File: config.mk
export PLATFORM = sky130hd
export DESIGN_NAME = finder_line_scanner
export DESIGN_NICKNAME = d
export VERILOG_FILES = /design/src/rtl/qr_pkg.sv /design/src/rtl/run_ratio_checker.sv /design/src/rtl/finder_line_scanner.sv
export SDC_FILE = /design/constraint.sdc
export NUM_CORES = 2
export LEC_CHECK = 0
export BUFFER_PORTS_ARGS = -buffer_cell sky130_fd_sc_hd__buf_2
export CORE_AREA = 2 2 399 401
export CTS_CLUSTER_SIZE = 12
export DETAILED_ROUTE_END_ITERATION = 7
export DIE_AREA = 0 0 401 403
export PLACE_DENSITY_LB_ADDON = 0.25
export SYNTH_ARGS = -nofsm -noshare
export SYNTH_HDL_FRONTEND = slang
export SYNTH_HIERARCHICAL = 1
export SYNTH_SLANG_ARGS = --single-unit
File: constraint.sdc
create_clock -name clk_in -period 24.4 [get_ports clk_in]
set_input_delay 6.1 -clock clk_in [delete_from_list [all_inputs] [get_ports clk_in]]
set_output_delay 6.1 -clock clk_in [all_outputs]
set_load 0.02 [all_outputs]
File: src/rtl/qr_pkg.sv
// Shared types and constants for the QR finder-pattern pipeline: image geometry,
// scanner states, pixel pipeline tag and the 1:1:3:1:1 ratio test.
package qr_pkg;

    localparam int IMG_SIZE = 480;
    localparam int ADDR_W   = 18;
    localparam int IDX_W    = 9;
    localparam int RUN_W    = 9;
    localparam int SUM_W    = 12;
    localparam int PROD_W   = 13;

    localparam logic [PROD_W-1:0] RATIO_DEN       = 13'd14;
    localparam logic [PROD_W-1:0] RATIO_OUTER_HI  = 13'd3;
    localparam logic [PROD_W-1:0] RATIO_CENTER_LO = 13'd5;
    localparam logic [PROD_W-1:0] RATIO_CENTER_HI = 13'd7;

    typedef enum logic [1:0] {
        ST_IDLE,
        ST_HORZ,
        ST_VERT,
        ST_DONE
    } scan_state_t;

    typedef logic [RUN_W-1:0] run_t;
    typedef logic [4:0][RUN_W-1:0] run_vec_t;   // [0] is the newest run

    typedef struct packed {
        logic             valid;
        logic             eol;
        logic             vert;
        logic [IDX_W-1:0] line;
    } pix_tag_t;

    // Runs are in order black,white,black,white,black; index 2 is the center.
    function automatic logic ratio_match(input run_vec_t runs);
        logic [SUM_W-1:0]  total;
        logic [PROD_W-1:0] t;
        logic [PROD_W-1:0] p;
        logic              ok;
        total = '0;
        for (int i = 0; i < 5; i++) total = total + SUM_W'(runs[i]);
        t  = PROD_W'(total);
        ok = 1'b1;
        for (int i = 0; i < 5; i++) begin
            p = RATIO_DEN * PROD_W'(runs[i]);
            if (i == 2) ok = ok && (RATIO_CENTER_LO * t <= p) && (p <= RATIO_CENTER_HI * t);
            else        ok = ok && (t <= p) && (p <= RATIO_OUTER_HI * t);
        end
        return ok;
    endfunction

endpackage

File: src/rtl/run_ratio_checker.sv
// Black/white run tracker along one scan line; pulses match for one cycle when a
// pushed black run completes a 1:1:3:1:1 sequence of the last five runs.
module run_ratio_checker
    import qr_pkg::*;
(
    input  logic clk_in,
    input  logic rst_in,
    input  logic pixel,
    input  logic valid,
    input  logic end_of_line,
    output logic match
);

    run_vec_t   shift_q;
    run_t       run_len_q;
    logic       color_q;
    logic [2:0] count_q;

    logic     change;
    run_t     run_inc;
    run_vec_t push_a;
    run_vec_t push_b;
    logic     eval_a;
    logic     eval_b;

    // An end-of-line pixel can cause two pushes at once: the color-change push
    // (push_a) and the final run of the line (push_b); both are evaluated.
    always_comb begin
        change  = (run_len_q != '0) && (pixel != color_q);
        run_inc = (run_len_q == '1) ? run_len_q : run_len_q + RUN_W'(1);
        push_a  = {shift_q[3:0], run_len_q};
        eval_a  = change && color_q && (count_q >= 3'd4) && ratio_match(push_a);
        if (change) push_b = {shift_q[2:0], run_len_q, RUN_W'(1)};
        else        push_b = {shift_q[3:0], run_inc};
        eval_b  = end_of_line && pixel
                  && (({1'b0, count_q} + 4'(change)) >= 4'd4) && ratio_match(push_b);
    end

    always_ff @(posedge clk_in) begin
        if (rst_in) begin
            shift_q   <= '0;
            run_len_q <= '0;
            color_q   <= 1'b0;
            count_q   <= '0;
            match     <= 1'b0;
        end else begin
            match <= valid && (eval_a || eval_b);
            if (valid) begin
                if (end_of_line) begin
                    shift_q   <= '0;
                    run_len_q <= '0;
                    color_q   <= 1'b0;
                    count_q   <= '0;
                end else if (run_len_q == '0) begin
                    color_q   <= pixel;
                    run_len_q <= RUN_W'(1);
                end else if (change) begin
                    shift_q   <= push_a;
                    count_q   <= (count_q == 3'd5) ? count_q : count_q + 3'd1;
                    color_q   <= pixel;
                    run_len_q <= RUN_W'(1);
                end else begin
                    run_len_q <= run_inc;
                end
            end
        end
    end

endmodule

File: src/rtl/finder_line_scanner.sv
// Two-pass (row-major, then column-major) finder-pattern line scanner over the
// binarized frame buffer. Define FINDER_BOUNDS_EN to track min/max flagged lines.
module finder_line_scanner
    import qr_pkg::*;
#(
    parameter int IMG_SIZE     = qr_pkg::IMG_SIZE,
    parameter int READ_LATENCY = 2
) (
    input  logic                    clk_in,
    input  logic                    rst_in,
    input  logic                    start_scan,
    output logic [ADDR_W-1:0]       pixel_addr,
    input  logic                    pixel_data,
    output logic [IMG_SIZE-1:0]     horz_patterns,
    output logic [IMG_SIZE-1:0]     vert_patterns,
    output logic [1:0][IDX_W-1:0]   bound_x,
    output logic [1:0][IDX_W-1:0]   bound_y,
    output logic                    busy,
    output logic                    scan_done
);

    localparam int                       LINE_W      = $clog2(IMG_SIZE);
    localparam logic [IDX_W-1:0]         LAST_IDX    = IDX_W'(IMG_SIZE - 1);
    localparam logic [ADDR_W-1:0]        ROW_STEP    = ADDR_W'(IMG_SIZE);
    localparam logic [7:0]               DRAIN_LAST  = 8'(READ_LATENCY + 1);
    localparam logic [1:0][IDX_W-1:0]    BOUND_RESET = {LAST_IDX, IDX_W'(0)};

    scan_state_t      state;
    logic [IDX_W-1:0] col;
    logic [IDX_W-1:0] row;
    logic             issuing;
    logic [7:0]       drain_cnt;
    pix_tag_t         issue_tag;
    pix_tag_t         pipe [READ_LATENCY];
    logic             match;
    logic [IDX_W-1:0] match_line;
    logic             match_vert;
    logic             start_accept;

    assign start_accept = start_scan && (state == ST_IDLE);

    always_comb begin
        // NOTE: default the whole struct first so no path infers a latch.
        issue_tag       = '0;
        issue_tag.valid = issuing;
        issue_tag.vert  = (state == ST_VERT);
        issue_tag.line  = (state == ST_VERT) ? col : row;
        issue_tag.eol   = (state == ST_VERT) ? (row == LAST_IDX) : (col == LAST_IDX);
    end

    // Tags ride alongside the BRAM read so they line up with pixel_data.
    always_ff @(posedge clk_in) begin
        if (rst_in) begin
            // NOTE: only valid bits need reset; line/eol/vert are qualified by valid.
            for (int i = 0; i < READ_LATENCY; i++) pipe[i].valid <= 1'b0;
        end else begin
            pipe[0] <= issue_tag;
            for (int i = 1; i < READ_LATENCY; i++) pipe[i] <= pipe[i-1];
        end
        match_line <= pipe[READ_LATENCY-1].line;
        match_vert <= pipe[READ_LATENCY-1].vert;
    end

    run_ratio_checker u_checker (
        .clk_in      (clk_in),
        .rst_in      (rst_in),
        .pixel       (pixel_data),
        .valid       (pipe[READ_LATENCY-1].valid),
        .end_of_line (pipe[READ_LATENCY-1].eol),
        .match       (match)
    );

    always_ff @(posedge clk_in) begin
        if (rst_in) begin
            state         <= ST_IDLE;
            pixel_addr    <= '0;
            col           <= '0;
            row           <= '0;
            issuing       <= 1'b0;
            drain_cnt     <= '0;
            busy          <= 1'b0;
            scan_done     <= 1'b0;
            horz_patterns <= '0;
            vert_patterns <= '0;
        end else begin
            scan_done <= 1'b0;
            if (match) begin
                if (match_vert) vert_patterns[match_line[LINE_W-1:0]] <= 1'b1;
                else            horz_patterns[match_line[LINE_W-1:0]] <= 1'b1;
            end
            case (state)
                ST_IDLE: begin
                    if (start_scan) begin
                        state         <= ST_HORZ;
                        busy          <= 1'b1;
                        pixel_addr    <= '0;
                        col           <= '0;
                        row           <= '0;
                        issuing       <= 1'b1;
                        drain_cnt     <= '0;
                        horz_patterns <= '0;
                        vert_patterns <= '0;
                    end
                end
                ST_HORZ, ST_VERT: begin
                    if (issuing) begin
                        if (col == LAST_IDX && row == LAST_IDX) begin
                            issuing <= 1'b0;
                        end else if (state == ST_HORZ) begin
                            pixel_addr <= pixel_addr + ADDR_W'(1);
                            if (col == LAST_IDX) begin
                                col <= '0;
                                row <= row + IDX_W'(1);
                            end else begin
                                col <= col + IDX_W'(1);
                            end
                        end else if (row == LAST_IDX) begin
                            // Column end: rebase to the top of the next column.
                            pixel_addr <= ADDR_W'(col) + ADDR_W'(1);
                            row        <= '0;
                            col        <= col + IDX_W'(1);
                        end else begin
                            pixel_addr <= pixel_addr + ROW_STEP;
                            row        <= row + IDX_W'(1);
                        end
                    end else if (drain_cnt == DRAIN_LAST) begin
                        drain_cnt  <= '0;
                        pixel_addr <= '0;
                        col        <= '0;
                        row        <= '0;
                        if (state == ST_HORZ) begin
                            state   <= ST_VERT;
                            issuing <= 1'b1;
                        end else begin
                            state     <= ST_DONE;
                            busy      <= 1'b0;
                            scan_done <= 1'b1;
                        end
                    end else begin
                        drain_cnt <= drain_cnt + 8'd1;
                    end
                end
                ST_DONE: state <= ST_IDLE;
                default: state <= ST_IDLE;
            endcase
        end
    end

`ifdef FINDER_BOUNDS_EN
    logic horz_any;
    logic vert_any;

    always_ff @(posedge clk_in) begin
        if (rst_in || start_accept) begin
            bound_x  <= BOUND_RESET;
            bound_y  <= BOUND_RESET;
            horz_any <= 1'b0;
            vert_any <= 1'b0;
        end else if (match) begin
            if (match_vert) begin
                vert_any <= 1'b1;
                if (!vert_any) begin
                    bound_x <= {match_line, match_line};
                end else begin
                    if (match_line < bound_x[0]) bound_x[0] <= match_line;
                    if (match_line > bound_x[1]) bound_x[1] <= match_line;
                end
            end else begin
                horz_any <= 1'b1;
                if (!horz_any) begin
                    bound_y <= {match_line, match_line};
                end else begin
                    if (match_line < bound_y[0]) bound_y[0] <= match_line;
                    if (match_line > bound_y[1]) bound_y[1] <= match_line;
                end
            end
        end
    end
`else
    logic unused_start_accept;
    assign unused_start_accept = start_accept;
    assign bound_x = BOUND_RESET;
    assign bound_y = BOUND_RESET;
`endif

endmodule

Yosys cells after proc, flatten, opt, wreduce, memory -nomap -nowiden. Memories as Yosys holds them, arrays and structs flattened. Index checks and enable logic that the tools add are counted.

Flip-flop bits (word level): 1069. RAM bits: 24. Bits of input ports: 4. Output and inout bits: 1016. Logic and storage cells: 223. Memories kept: 1.

Add/sub/neg operators: 17. $mul: 16. Order comparisons: 24. Equal/unequal tests: 19. Multiplexer cells: 73. Bitwise operators: 6. Reduce and logical (&&, ||, !) cells: 47.

Memories: pipe (depth 2, width 12, rd ports 2, clocked after memory_dff 0, write ports 2, RTL line finder_line_scanner.sv:34) `pix_tag_t pipe [READ_LATENCY];`.

Operator list (number): 480-bit two-way mux (8); 480-bit bitwise OR (2); 13-bit less-or-equal comparator (12); 9-bit two-way mux (17); 3-bit by 9-bit multiplier with 12-bit output, first input constant (10); 18-bit two-way mux (6); 36-bit two-way mux (3); 12-bit by 13-bit less-or-equal comparator with 1-bit output (8); 12-bit by 9-bit adder with 12-bit output (6); 3-bit by 12-bit multiplier with 13-bit output, first input constant (4); 45-bit two-way mux (1); 18-bit one-hot mux with 2 select lines (1); 9-bit one-hot mux with 2 select lines (2); 1-bit logical AND (28); 9-bit by 1-bit adder with 9-bit output, second input constant (3); 9-bit == test, second input constant (3); 2-bit by 12-bit multiplier with 13-bit output, first input constant (2); 8-bit two-way mux (3); 9-bit by 9-bit adder with 10-bit output (2); 1-bit two-way mux (20); 18-bit by 1-bit adder with 18-bit output, second input constant (1); 18-bit by 9-bit adder with 18-bit output, second input constant (1); 8-bit one-hot mux with 2 select lines (1); 5-bit AND reduction (3); 35 further kinds (55).

Logic depth before layout (Yosys ltp).
Word-level depth: 21. Mapped depth: 45. Depth with buffers taken out: 43.

Modules after synthesis. The synthesis kept the hierarchy.

Modules (own cells, without submodules): finder_line_scanner (instances 1, cells each 3756, area an instance 33554.7 µm², seq. area each 21100.2 µm²); run_ratio_checker (instances 1, cells each 2258, area an instance 18916.9 µm², seq. area each 1001.0 µm²).

Worst setup path before layout. No wires, ideal clock.

Kind: input-to-reg. From: input port pixel_data. To: register u_checker.match. Library setup time: 0.072 ns. Arrival time: 14.130 ns. Required time: 24.328 ns. Slack: 10.198 ns. Cell stages on the path: 37. Buffers on the path: 2. Cells stage by stage: xor2_1 -> o21ai_1 -> clkbuf_1 -> clkbuf_1 -> mux2i_1 -> fa_1 -> inv_1 -> fa_1 -> inv_1 -> fa_1 -> fa_1 -> xnor2_1 -> inv_1 -> fa_1 -> inv_1 -> fa_1 -> a21oi_1 -> nor2_1 -> nor2_1 -> o21bai_1 -> a21oi_1 -> nor2b_1 -> o21a_1 -> nor2_1 -> o21bai_1 -> a21oi_1 -> xnor2_1 -> ha_1 -> nand2_1 -> nor4_1 -> a21oi_1 -> o21ai_0 -> o311ai_0 -> a211oi_1 -> o211ai_1 -> nor4_1 -> a2bb2oi_1.

Word-level cells in the longest chain between the ends: 21. Elaborated cells on any way between the ends: 44. Those cells by class: 5 x add/sub; 8 x mul; 11 x order compare; 1 x eq/ne; 1 x mux; 18 x reduce/logical.

RTL lines: start, declared (RTL line finder_line_scanner.sv:13) `input logic pixel_data,`; 1-bit != test (RTL line run_ratio_checker.sv:29) `change = (run_len_q != '0) && (pixel != color_q);`; 1-bit logical AND (RTL line run_ratio_checker.sv:29); 45-bit two-way mux (RTL line run_ratio_checker.sv:33) `if (change) push_b = {shift_q[2:0], run_len_q, RUN_W'(1)};`; 9-bit by 9-bit adder with 10-bit output (RTL line qr_pkg.sv:41) `for (int i = 0; i < 5; i++) total = total + SUM_W'(runs[i]);`; 12-bit by 9-bit adder with 12-bit output (3 in series) (RTL line qr_pkg.sv:41); 2-bit by 12-bit multiplier with 13-bit output (RTL line qr_pkg.sv:47) `else ok = ok && (t <= p) && (p <= RATIO_OUTER_HI * t);`; 13-bit less-or-equal comparator (RTL line qr_pkg.sv:47); 1-bit logical AND (3 in series) (RTL line qr_pkg.sv:47); 1-bit logical AND (2 in series) (RTL line qr_pkg.sv:46) `if (i == 2) ok = ok && (RATIO_CENTER_LO * t <= p) && (p <= RATIO_CENTER_HI * t);`; 1-bit logical AND (4 in series) (RTL line qr_pkg.sv:47); 1-bit logical AND (RTL line run_ratio_checker.sv:36) `&& (({1'b0, count_q} + 4'(change)) >= 4'd4) && ratio_match(push_b);`; 1-bit logical OR * (RTL line run_ratio_checker.sv:47) `match <= valid && (eval_a || eval_b);`; 1-bit logical AND * (RTL line run_ratio_checker.sv:47); end signal, assigned (RTL line run_ratio_checker.sv:47); end, declared (RTL line run_ratio_checker.sv:11) `output logic match`.

Mark *: on every way between the ends. The rest lies on a longest branch, timed or not. A chain may end at the register's enable or synchronous reset.

Worst setup path in the final report. Same ends and word-level chain as after synthesis.

==> run_results.csv <==
group,metric,value,unit
synthesis,syn_avg_cell_area,8.72,µm²
worst_setup_path,crit_required,25.02,ns
place,port_buffers,983,
sta,clock_skew,0.0968,ns
floorplanning,fp.dieW,401,µm
sta,finalCriticalPeriod,14.29,ns
place,dpl.hpwl,152,mm
run_status,status,"finished, final reports clean",
worst_setup_path,cp_common_cell,"fa_1",
synthesis,yosysTopAreaCellShare,0.409,
synthesis,syn-cell-area,52500,µm²
hold_path,hold_depth,0,
floorplanning,initial_core_util,0.333,
sta,setup_tns,0,ns
sta,hold_ws,0.324,ns
sta,fin_crit_sh,0.586,
power,power.leakage,0.0295,µW
floorplanning,die_h,403,µm
clocking,cts_hold_repair.buffers,0,
synthesis,synth.area.top_cells,"dfxtp_1 41%, a21oi_1 11%, ha_1 11%",
grt,antenna_found_initial,9,
synthesis,synth_top_cell_by_area,"dfxtp_1",
grt,first_global_vias,43100,
final_layout,area_growth_syn_to_layout,21.1,%
clocking,cts_setup_buffers,0,
sta,rsz0062_at_grt,"false",
sta,setup_viol,0,
clocking,clk_latency,0.77,ns
clocking,h-tree-depth,3,
drt,wl_per_cell,22.9,µm
worst_setup_path,cp_slowest_cell,"fa_1",
clocking,numCtsBuffers,116,
drt,dr.first_iter.drc_count,4091,
grt,grt_max_degree,228,
clocking,clock_path_buffers,3,
drt,wl_met2,100,mm
drt,met3_length,13.3,mm
worst_setup_path,rr_endpoint,"u_checker/match",
worst_setup_path,critPathCaptureType,"flip-flop",
synthesis,synth_seq_cells,1093,
sta,final_max_slew_viol_count,0,
floorplanning,rows,146,
worst_setup_path,cp-startpoint,"pixel_data",
job,max_cap_viol_count,0,
drt,ant_nets,0,
sta,slew_headroom,0.176,
clocking,clkSlewWorstSetupHoldPaths,0.07,ns
sta,worst_pin_slew,1.23,ns
drt,first_pass_iters,6,
grt,grtUsageTotal,0.244,
clocking,cts_tree,"yes",
worst_setup_path,timing.rr.start,"u_checker/run_len_q[6]",
synthesis,async_flop_share,0,
worst_setup_path,cp_max_fo,49,
worst_setup_path,timing.critical_path.slowest_cell_delay,0.51,ns
power,ir_drop,0.0000627,V
floorplanning,core_area,157000,µm²
drt,routed_wl,207,mm
worst_setup_path,crit_path_start_kind,"input port",
drt,avgViaCountPerCell,5.12,
synthesis,seq_area_frac_synth,0.421,
drt,drc_errors,0,
floorplanning,ios,1020,
worst_setup_path,worstRegToRegCells,40,
floorplanning,die_area,162000,µm²
worst_setup_path,r2r_slack,14.63,ns
hold_path,hp-class,"flip-flop to flip-flop",
clocking,clock-root-buffer,"clkbuf_16",
drt,met1_length,86.1,mm
sta,hold_viol_final,0,
synthesis,syn_inst,6014,
sta,max_freq,0.0700,GHz
hold_path,whs_endpoint,"match_line[2]",
power,power_per_cell_area,58.9,nW/µm²
synthesis,synth_edf_count,22,
worst_setup_path,cp.arrival,14.91,ns
drt,num_vias,46200,
synthesis,yosysUniqueCellTypes,99,
hold_path,hp-start,"pipe[0][14]",
grt,grt-ovfl-total,0,
clocking,cts.sinks,1093,
synthesis,synth_flop_cell,"dfxtp_1",
grt,grt_pass1_wl,296,mm
place,gp_congestion,0.954,
clocking,post_cts_resized,0,
worst_setup_path,worstSetupPathType,"input port to flip-flop",
final_layout,num-nets-final,7480,
drt,route.top_layer_used,"met5",
final_layout,drive_above_1_share,0.199,
synthesis,yosysWarnings,6,
==> cell families (layout without fill, tap and decap cells) <==
group                      Yosys count  after routing  share of synthesized area
adders and majority gates          626            626                      0.171
DFF                               1093           1093                      0.421
AOI/OAI and AO/OA                 1606           1606                      0.172
muxes                               20             20                    0.00384
other                                2             40                   0.000143
buffers and inverters              792           1690                     0.0603
xor gates and xnor gates           192            192                     0.0337
and+or+nand+nor                   1683           1683                      0.137
==> through the flow <==
step           setup slack, ns  utilization  total power [µW]  instances  area [µm²]
6_report                 10.11        0.404              3740       9022       63600
5_1_grt                   9.35        0.404              3860       9018       63600
4_1_cts                  10.17        0.404              3770       9018       63600
3_5_place_dp              9.42        0.379              2000       8813       59700
3_3_place_gp              9.45        0.379              2000       8813       59700
2_1_floorplan            10.20            -              1960       6048       52600
==> sequential cells by signal (all words and copies together) (netlist names) <==
name,count
horz_patterns,480
vert_patterns,480
u_checker/push_a,36
pipe,24
pixel_addr,18
col,9
match_line,9
row,9
u_checker/run_len_q,9
drain_cnt,8
u_checker/count_q,3
state,2
busy,1
issuing,1
match_vert,1
scan_done,1
u_checker/color_q,1
u_checker/match,1
==> worst max-delay path by stage <==
stage                            endpoint  slack, ns  depth (start not counted)
final                     u_checker/match      10.11                         39
after global routing      u_checker/match       9.35                         40
after CTS                 u_checker/match      10.17                         39
after detailed placement  u_checker/match       9.42                         39
after global placement    u_checker/match       9.45                         39
after floorplan           u_checker/match      10.20                         37
==> critical path, delay by kind of cell <==
family          cells  cell delay, ns
simple gates        6            0.80
xor+xnor            3            0.71
fa+ha+maj           8            3.32
buf+inv             8            1.13
compound gates     14            2.79
==> synth_stat cells, drive strengths merged, types with 9 or more instances <==
library cell / number
or2: 11
nor3: 38
a31oi: 16
o22ai: 15
edfxtp: 22
inv: 402
a211oi: 16
nor2b: 50
and2: 10
maj3: 9
fa: 157
a21o: 65
nand4: 51
o211ai: 10
nor2: 1193
o21ai: 110
or4: 10
and3: 21
o21a: 33
dfxtp: 1071
ha: 460
xor2: 57
or3: 15
a22oi: 39
nand2: 142
nand3: 49
nor4: 27
nand2b: 34
o21bai: 57
buf: 55
a21oi: 1167
xnor2: 135
mux2i: 19
clkbuf: 333
==> cells in the final DEF (no fill, tap or decap), types with 98 or more instances in the layout <==
master,Yosys,final
clkbuf_16,0,120
inv_1,400,400
nand2_1,140,139
buf_2,6,982
xnor2_1,130,127
dfxtp_1,1071,1071
nor2_1,1193,1139
fa_1,157,157
ha_1,460,460
buf_4,38,98
a21oi_1,1165,1165
==> layout make-up <==
type / instances / area (µm²)
clock buffers: 177 / 3480
multi-input cells: 4163 / 27800
repair buffers: 1081 / 5670
fillers: 16000 / 93900
inverters: 404 / 1520
diodes: 4 / 10.0
clock inverters: 28 / 402
well taps: 2072 / 2590
flip-flops and latches: 1093 / 22100
==> per-layer routing <==
metal  track usage  vias up
met5             0        -
met4        0.0814        4
met3        0.0415      299
met2         0.418     1615
met1         0.310    22400
li1              -    21900
==> power breakdown <==
| part | leakage (µW) | switching [µW] | internal, µW |
|---|---|---|---|
| Combinational | 0.0188 | 125 | 34.9 |
| Sequential | 0.00885 | 7.13 | 1800 |
| Clock | 0.00190 | 755 | 1030 |
| Total | 0.0295 | 888 | 2860 |
No activity file was read; power rests on OpenSTA's default activity.
